<file path="src/rtl/s3_chien_forney.sv">
// s3_chien_forney: stage 3 of the RS(N,N-4) GF(2^8) decoder (t=2, poly 0x11D).
// Chien search over L(x)=l0+l1*x+l2*x^2 with Forney error values, emitted
// highest-degree symbol first.
// Optional build macro S3_CHIEN_ERRCNT_EN adds the err_cnt output (saturated root count).
module s3_chien_forney #(
    parameter int N   = 255,
    parameter int FCR = 0
) (
    input  logic       clk,
    input  logic       rstn,
    input  logic       kes_done,
    input  logic [7:0] rs_lambda0,
    input  logic [7:0] rs_lambda1,
    input  logic [7:0] rs_lambda2,
    input  logic [7:0] rs_omega0,
    input  logic [7:0] rs_omega1,
    output logic       err_vld,
    output logic [7:0] err_pos,
    output logic [7:0] err_val,
    output logic       chien_done,
    output logic       decode_fail,
`ifdef S3_CHIEN_ERRCNT_EN
    output logic [1:0] err_cnt,
`endif
    output logic       kes_ovf
);

    // GF(2^8) multiply, primitive polynomial x^8+x^4+x^3+x^2+1
    function automatic logic [7:0] gf_mul(input logic [7:0] a, input logic [7:0] b);
        logic [7:0] p;
        logic [7:0] aa;
        p  = '0;
        aa = a;
        for (int unsigned i = 0; i < 8; i++) begin
            if (b[i]) p = p ^ aa;
            aa = {aa[6:0], 1'b0} ^ (aa[7] ? 8'h1D : 8'h00);
        end
        return p;
    endfunction

    // alpha^e, used only to build elaboration-time constants
    function automatic logic [7:0] gf_pow(input int unsigned e);
        logic [7:0] r;
        r = 8'h01;
        for (int unsigned i = 0; i < e % 255; i++) r = gf_mul(r, 8'h02);
        return r;
    endfunction

    localparam int unsigned NM1   = N - 1;
    localparam int unsigned FCR_U = FCR;
    localparam logic [7:0] A_T1   = gf_pow((255 - NM1) % 255);        // a^-(N-1)
    localparam logic [7:0] A_T2   = gf_pow((510 - 2 * NM1) % 255);    // a^-2(N-1)
    localparam logic [7:0] A_X    = gf_pow((NM1 * (1 - FCR_U)) % 255); // a^((N-1)(1-FCR))
    localparam logic [7:0] A_STEP = gf_pow((255 - (1 - FCR_U)) % 255); // a^-(1-FCR)
    localparam logic [7:0] POS_LAST = 8'(NM1);
    localparam logic [7:0] INV_EXP  = 8'd254;

    typedef enum logic [3:0] {
        IDLE   = 4'b0001,
        INV    = 4'b0010,
        SEARCH = 4'b0100,
        FIN    = 4'b1000
    } state_t;

    state_t     state;
    state_t     state_next;
    logic       accept;

    logic [7:0] l0, l1, l2, o0, o1;
    logic [7:0] inv;
    logic [7:0] t1, t2, w1, xr;
    logic [7:0] cnt;
    logic [1:0] roots;

    logic       inv_bit;
    logic [7:0] inv_sq;
    logic [7:0] inv_next;
    logic       root;
    logic [7:0] forney_val;
    logic [1:0] deg;
    logic       fail;

    // exponent bits are consumed MSB first: step cnt uses bit 7-cnt, i.e. ~cnt[2:0]
    assign inv_bit    = INV_EXP[~cnt[2:0]];
    assign inv_sq     = gf_mul(inv, inv);
    assign inv_next   = inv_bit ? gf_mul(inv_sq, l1) : inv_sq;
    assign root       = ((l0 ^ t1 ^ t2) == 8'h00);
    assign forney_val = gf_mul(gf_mul(o0 ^ w1, xr), inv);
    assign deg        = (l2 != 8'h00) ? 2'd2 : ((l1 != 8'h00) ? 2'd1 : 2'd0);
    assign fail       = (roots != deg) | ((roots != 2'd0) & (l1 == 8'h00));

`ifdef S3_CHIEN_ERRCNT_EN
    assign err_cnt = roots;
`endif

    // state register
    always_ff @(posedge clk or negedge rstn) begin
        if (!rstn) state <= IDLE;
        else       state <= state_next;
    end

    // next-state decode and output generation
    always_comb begin
        state_next  = state;
        accept      = 1'b0;
        err_vld     = 1'b0;
        err_pos     = '0;
        err_val     = '0;
        chien_done  = 1'b0;
        decode_fail = 1'b0;
        kes_ovf     = 1'b0;
        case (state)
            IDLE: begin
                if (kes_done) begin
                    accept     = 1'b1;
                    state_next = INV;
                end
            end
            INV: begin
                kes_ovf = kes_done;
                if (cnt == 8'd7) state_next = SEARCH;
            end
            SEARCH: begin
                kes_ovf = kes_done;
                err_vld = 1'b1;
                err_pos = cnt;
                err_val = root ? forney_val : 8'h00;
                if (cnt == 8'd0) state_next = FIN;
            end
            FIN: begin
                kes_ovf     = kes_done;
                chien_done  = 1'b1;
                decode_fail = fail;
                state_next  = IDLE;
            end
            default: state_next = IDLE;
        endcase
    end

    // coefficient latch, inversion, Chien term stepping and root counting
    always_ff @(posedge clk or negedge rstn) begin
        if (!rstn) begin
            l0    <= '0;
            l1    <= '0;
            l2    <= '0;
            o0    <= '0;
            o1    <= '0;
            inv   <= '0;
            t1    <= '0;
            t2    <= '0;
            w1    <= '0;
            xr    <= '0;
            cnt   <= '0;
            roots <= '0;
        end else begin
            case (state)
                IDLE: begin
                    if (accept) begin
                        l0    <= rs_lambda0;
                        l1    <= rs_lambda1;
                        l2    <= rs_lambda2;
                        o0    <= rs_omega0;
                        o1    <= rs_omega1;
                        inv   <= 8'h01;
                        cnt   <= '0;
                        roots <= '0;
                    end
                end
                INV: begin
                    inv <= inv_next;
                    t1  <= gf_mul(l1, A_T1);
                    t2  <= gf_mul(l2, A_T2);
                    w1  <= gf_mul(o1, A_T1);
                    xr  <= A_X;
                    cnt <= (cnt == 8'd7) ? POS_LAST : cnt + 8'd1;
                end
                SEARCH: begin
                    t1 <= gf_mul(t1, 8'h02);
                    t2 <= gf_mul(t2, 8'h04);
                    w1 <= gf_mul(w1, 8'h02);
                    xr <= gf_mul(xr, A_STEP);
                    if (root && roots != 2'd3) roots <= roots + 2'd1;
                    if (cnt != 8'd0) cnt <= cnt - 8'd1;
                end
                default: ;
            endcase
        end
    end

endmodule
</file>
<file path="config.mk">
export PLATFORM = sky130hd
export DESIGN_NAME = s3_chien_forney
export DESIGN_NICKNAME = d
export VERILOG_FILES = /design/src/rtl/s3_chien_forney.sv
export SDC_FILE = /design/constraint.sdc
export NUM_CORES = 1
export LEC_CHECK = 0
export BUFFER_PORTS_ARGS = -buffer_cell sky130_fd_sc_hd__buf_2
export CAP_MARGIN = 0
export CORE_UTILIZATION = 30
export DETAILED_ROUTE_END_ITERATION = 8
export PLACE_DENSITY = 0.47
export SLEW_MARGIN = 10
export SYNTH_ARGS = -nofsm -noshare
export SYNTH_HDL_FRONTEND = slang
export SYNTH_SLANG_ARGS = --single-unit
</file>
<file path="constraint.sdc">
create_clock -name clk -period 6.14 [get_ports clk]
set_input_delay 0.614 -clock clk [delete_from_list [all_inputs] [get_ports clk]]
set_output_delay 0.614 -clock clk [all_outputs]
set_load 0.05 [all_outputs]
</file>
Yosys cells after proc, flatten, opt, wreduce, memory -nomap -nowiden. Memory sizes are Yosys's and may differ from the RTL's. Index checks and enable logic that the tools add are counted.

Multiplexer cells: 108. Bitwise logic cells: 80. $add $sub $neg: 3. Reductions and logical operators: 18. Equality and inequality tests: 13. Magnitude comparators: 1.

Operator list (number): $mux W8 (43); $xor A8 B5 Y8 (43); $xor A8 B8 Y8 (34); $mux W5 (43); $pmux W8 S2 (5); $logic_not A8 Y1 (3); $pmux W8 S3 (1); $reduce_bool A8 Y1 (3); $ne A2 B2 Y1 const B (7); $mux W4 (3); $pmux W4 S3 (1); $reduce_and A3 Y1 (3); $add A8 B1 Y8 const B (1); $eq A8 B3 Y1 const B (1); $mux W1 (8); $reduce_bool A2 Y1 (4); $sub A8 B1 Y8 const B (1); $mux W2 (3); $eq A4 B1 Y1 const B (1); $eq A4 B2 Y1 const B (1); $eq A4 B3 Y1 const B (1); $eq A4 B4 Y1 const B (1); $lt A3 B4 Y1 const B (1); $pmux W2 S2 (1); 9 further kinds (10).

Memories: 1. Bits of input ports: 43. Bits in registers: 94. ROM bits: 8. Output and inout port bits: 20. Logic and storage cells: 237.

Memories: (name not given) (words 8, bits a word 1, read ports 1, clocked after Yosys merged registers in 0, write ports 0, line 84) `assign inv_bit = INV_EXP[~cnt[2:0]];`.

Depth between registers and ports, before layout.
Depth in word-level cells: 35. Gate-level depth with buffers: 15. Depth with buffers taken out: 13.

Worst setup path before layout. No wires, ideal clock.

Path kind: reg-to-output. Start point: register w1[7]. End point: output err_val[3]. Stages on the path, launching flop included: 14. Data arrival time: 4235 ps. Setup slack: 1291 ps. Required time: 5526 ps. Buffers on the path: 1. Cell sequence: dfrtp_1 > buf_4 > xnor2_2 > xnor3_2 > nor2b_2 > xnor2_1 > xnor2_2 > xnor3_2 > xnor3_2 > xnor2_1 > nand2_1 > xnor3_1 > xnor3_1 > nor2_1.

Longest elaborated chain between the ends: 34. Elaborated cells between the ends (all ways): 58. Those cells by class: mux: 29; bitwise: 29.

RTL lines: start, declared (line 71) `logic [7:0] t1, t2, w1, xr;`; start signal, assigned (line 173) `w1 <= gf_mul(o1, A_T1);`; start signal, assigned (line 180) `w1 <= gf_mul(w1, 8'h02);`; $xor A8 B8 Y8 * (line 88) `assign forney_val = gf_mul(gf_mul(o0 ^ w1, xr), inv);`; $mux W5 or $mux W8 (tied branches) (line 36, 35); $xor A8 B5 Y8 or $xor A8 B8 Y8 (tied branches) (line 36, 35); $xor A8 B8 Y8 or $mux W8 (tied branches) (line 35) `if (b[i]) p = p ^ aa;`; $mux W8 or $xor A8 B8 Y8 (tied branches) (line 35); $xor A8 B8 Y8 or $mux W8 (tied branches) (line 35); $mux W8 or $xor A8 B8 Y8 (tied branches) (line 35); $xor A8 B8 Y8 or $mux W8 (tied branches) (line 35); [18 not listed]; $xor A8 B8 Y8 (line 35); $mux W8 (line 35); $xor A8 B8 Y8 (line 35); $mux W8 (line 35); $xor A8 B8 Y8 (line 35); $mux W8 * (line 35); $mux W8 * (line 127) `err_val = root ? forney_val : 8'h00;`; $mux W8 * (line 112) `case (state)`; end, declared (line 19) `output logic [7:0] err_val,`.

Every way passes the cells marked *; elsewhere a longest branch is shown, timed or not.

Worst setup path after layout. Same ends and word-level chain as after synthesis.

==> flow_summary.json <==
{
  "synth_seq_cells": 94,
  "ys_types": 66,
  "synth_top_cell_area_share": 0.246,
  "finalClockSkew_ns": 0.0108,
  "cts_setup_buffers": 0,
  "crit_path_end_kind": "output pin",
  "reg2regPathDepth": 13,
  "fin_util": 0.339,
  "clkSlewWorstSetupHoldPaths_ns": 0.07,
  "seq_area_um2": 2350,
  "ys_top_cells_by_area": "dfrtp_1 (25%), xnor2_1 (18%), nand2_1 (7.7%), xnor3_1 (6.9%), mux2_2 (5.4%)",
  "routedWlPerCell_um": 16.3,
  "fmax_mhz": 181,
  "fillCellCount": 3248,
  "drive_gt1_frac": 0.158,
  "drt_first_pass_iters": 7,
  "io_pins": 63,
  "worstSetupStartpointType": "flip-flop",
  "slew_violations": 0,
  "cp_max_fo": 14,
  "slowest_delay_ns": 0.75,
  "viasPerCell": 4.88,
  "r2r-end": "inv[4]",
  "dieHeight_um": 179,
  "ys_seq_area_frac": 0.249,
  "hpwl_um": 17500,
  "worstSkewPairLatency_ns": 0.36,
  "finalHoldViolCount": 0,
  "nNetsFinal": 1149,
  "fin_crit_sh": 0.901,
  "synth_cells": 1079,
  "ys_async_sr_fraction": 1.00,
  "place_ws_ns": 1.01,
  "synth_warnings": 0,
  "min_period_ns": 5.53,
  "grt_pass1_wl_um": 40600,
  "clock_tree.buffer_depth": 2,
  "fin_ws_ns": 0.610,
  "htreeDepth": 3,
  "cts_buffers": 9,
  "grt_pass1_vias": 7312,
  "status": "finished with violations",
  "worst_pin_slew_ns": 0.878,
  "drc": 2,
  "track_usage": 0.156,
  "place_congestion": 0.851,
  "setup_viol": 0,
  "arrival_ns": 4.92,
  "multi_input_area_um2": 6730,
  "r2r_slack_ns": 1.40,
  "postCtsResizedCells": 0,
  "die-area_um2": 32200,
  "first_iter_violations": 384,
  "hold_buffers": 0,
  "ant_nets": 0,
  "whs_ns": 0.297,
  "die_x_um": 179,
  "clock-sinks": 94,
  "max_cap_violations": 0,
  "syn-num-nets": 1131,
  "synth_edf_count": 0,
  "worstPathRequired_ns": 5.53,
  "root_buffer": "clkbuf_16",
  "synth_area_um2": 9450,
  "antenna_found_initial": 1,
  "ys_top_cells_by_count": "xnor2_1 (194), nand2_1 (193), dfrtp_1 (93)",
  "rr_startpoint": "inv[2]",
  "port_buffers": 62,
  "rsz0062_at_grt": "false",
  "grt-ovfl-total": 0,
  "vias": 7313,
  "tritoncts": "done",
  "crit_path_cell_trace": "xnor2_2 > xnor3_2 > xnor2_2 > nand2_1 > xnor2_1 > xnor3_1 > xor3_1 > xnor2_2 > xor2_1 > nand2_1 > xnor3_1 > nor2_1 > buf_2",
  "avgSynthCellArea_um2": 8.75,
  "finalSetupTns_ns": 0,
  "rows": 64,
  "antenna-diode-count": 0,
  "syn_to_final_growth_pct": 10.5,
  "endpoint": "err_val[3]",
  "critical_path.startpoint": "w1[7]",
  "grt_max_degree": 63,
  "coreArea_um2": 30700,
  "crit_slowest_cell": "xnor3_1",
  "wl_um": 24400,
  "slew_headroom": 0.407,
  "worstSetupPathType": "flip-flop to output pin",
  "violations": "design-rule violations",
  "hold_class": "primary input to asynchronous set/reset pin",
  "cp_common_cell": "xnor2_2",
  "start_util": 0.307,
  "ys.flop_type": "dfrtp_1",
  "yosysTopAreaCell": "dfrtp_1",
  "yosysMostFrequentCell": "xnor2_1"
}
placed cells by master (no fill, tap or decap), types with 10 or more instances in the layout:
cell and n:
nor4_1 10, dfrtp_1 93, buf_2 61, nor2_1 62, a22oi_1 13, a31oi_1 22
nand2_1 192, xnor2_1 194, inv_1 18, mux2_2 45, buf_4 20, o211ai_1 11
o21ai_0 50, nor3_1 10, nand2b_1 13, xor2_1 48, xnor3_1 29, a21oi_1 32
nand3_1 16, mux2i_1 20, a211oi_1 12
per-layer routing:
layer  vias to the layer above  wire (um)  track usage  share of wire
met5                         -          0            0              0
met4                         0        141       0.0293         0.0058
met3                        10        577       0.0166          0.024
met2                       106      11400        0.257           0.47
met1                      3526      12200        0.222           0.50
li1                       3671          -            -              -
stage by stage:
stage / instance area [um2] / std cells
6_report: 10400 / 1498
5_1_grt: 10400 / 1498
3_5_place_dp: 10100 / 1482
3_3_place_gp: 10100 / 1482
2_1_floorplan: 9450 / 1079
4_1_cts: 10400 / 1498
how the worst min path moves through the flow:
stage,start,end,slack [ns]
after floorplan,rstn,cnt[0],0.32
after global routing,rstn,l1[4],0.35
after global placement,o1[6],o1[6],0.49
final,rstn,l1[0],0.30
after CTS,rstn,l1[3],0.33
after detailed placement,o1[0],o1[0],0.49
sequential cells by signal, summed over array words and instances (netlist names):
signal,flops
t2,8
l2,8
w1,8
state,4
o1,8
roots,2
l1,8
o0,8
xr,8
cnt,8
l0,8
inv,8
t1,8
kinds of logic (layout without fill, tap and decap cells):
group           Yosys count  after routing  synth area share
fa+ha+maj                 9              9            0.0119
flops                    94             94             0.249
compound gates          175            175             0.117
mux                      65             65            0.0748
buf+inv                  94            117            0.0389
simple gates            347            347             0.163
xor+xnor                295            295             0.345
area by class of cell:
class / instances / share of cell area
multi-input cells: 891 / 0.645
flip-flops and latches: 94 / 0.226
well taps: 396 / 0.0475
repair buffers: 81 / 0.0437
clock buffers: 9 / 0.0216
clock inverters: 7 / 0.00911
inverters: 20 / 0.00720
worst max-delay path, delay by kind of cell, from the launching register on:
family	cells	cell delay [ns]
buffers and inverters	1	0.29
and+or+nand+nor	3	0.31
DFF	1	0.51
xor gates and xnor gates	9	3.44
Power is not shown: default switching activity piles up to over one toggle a cycle in this logic, so the estimate is an artifact.
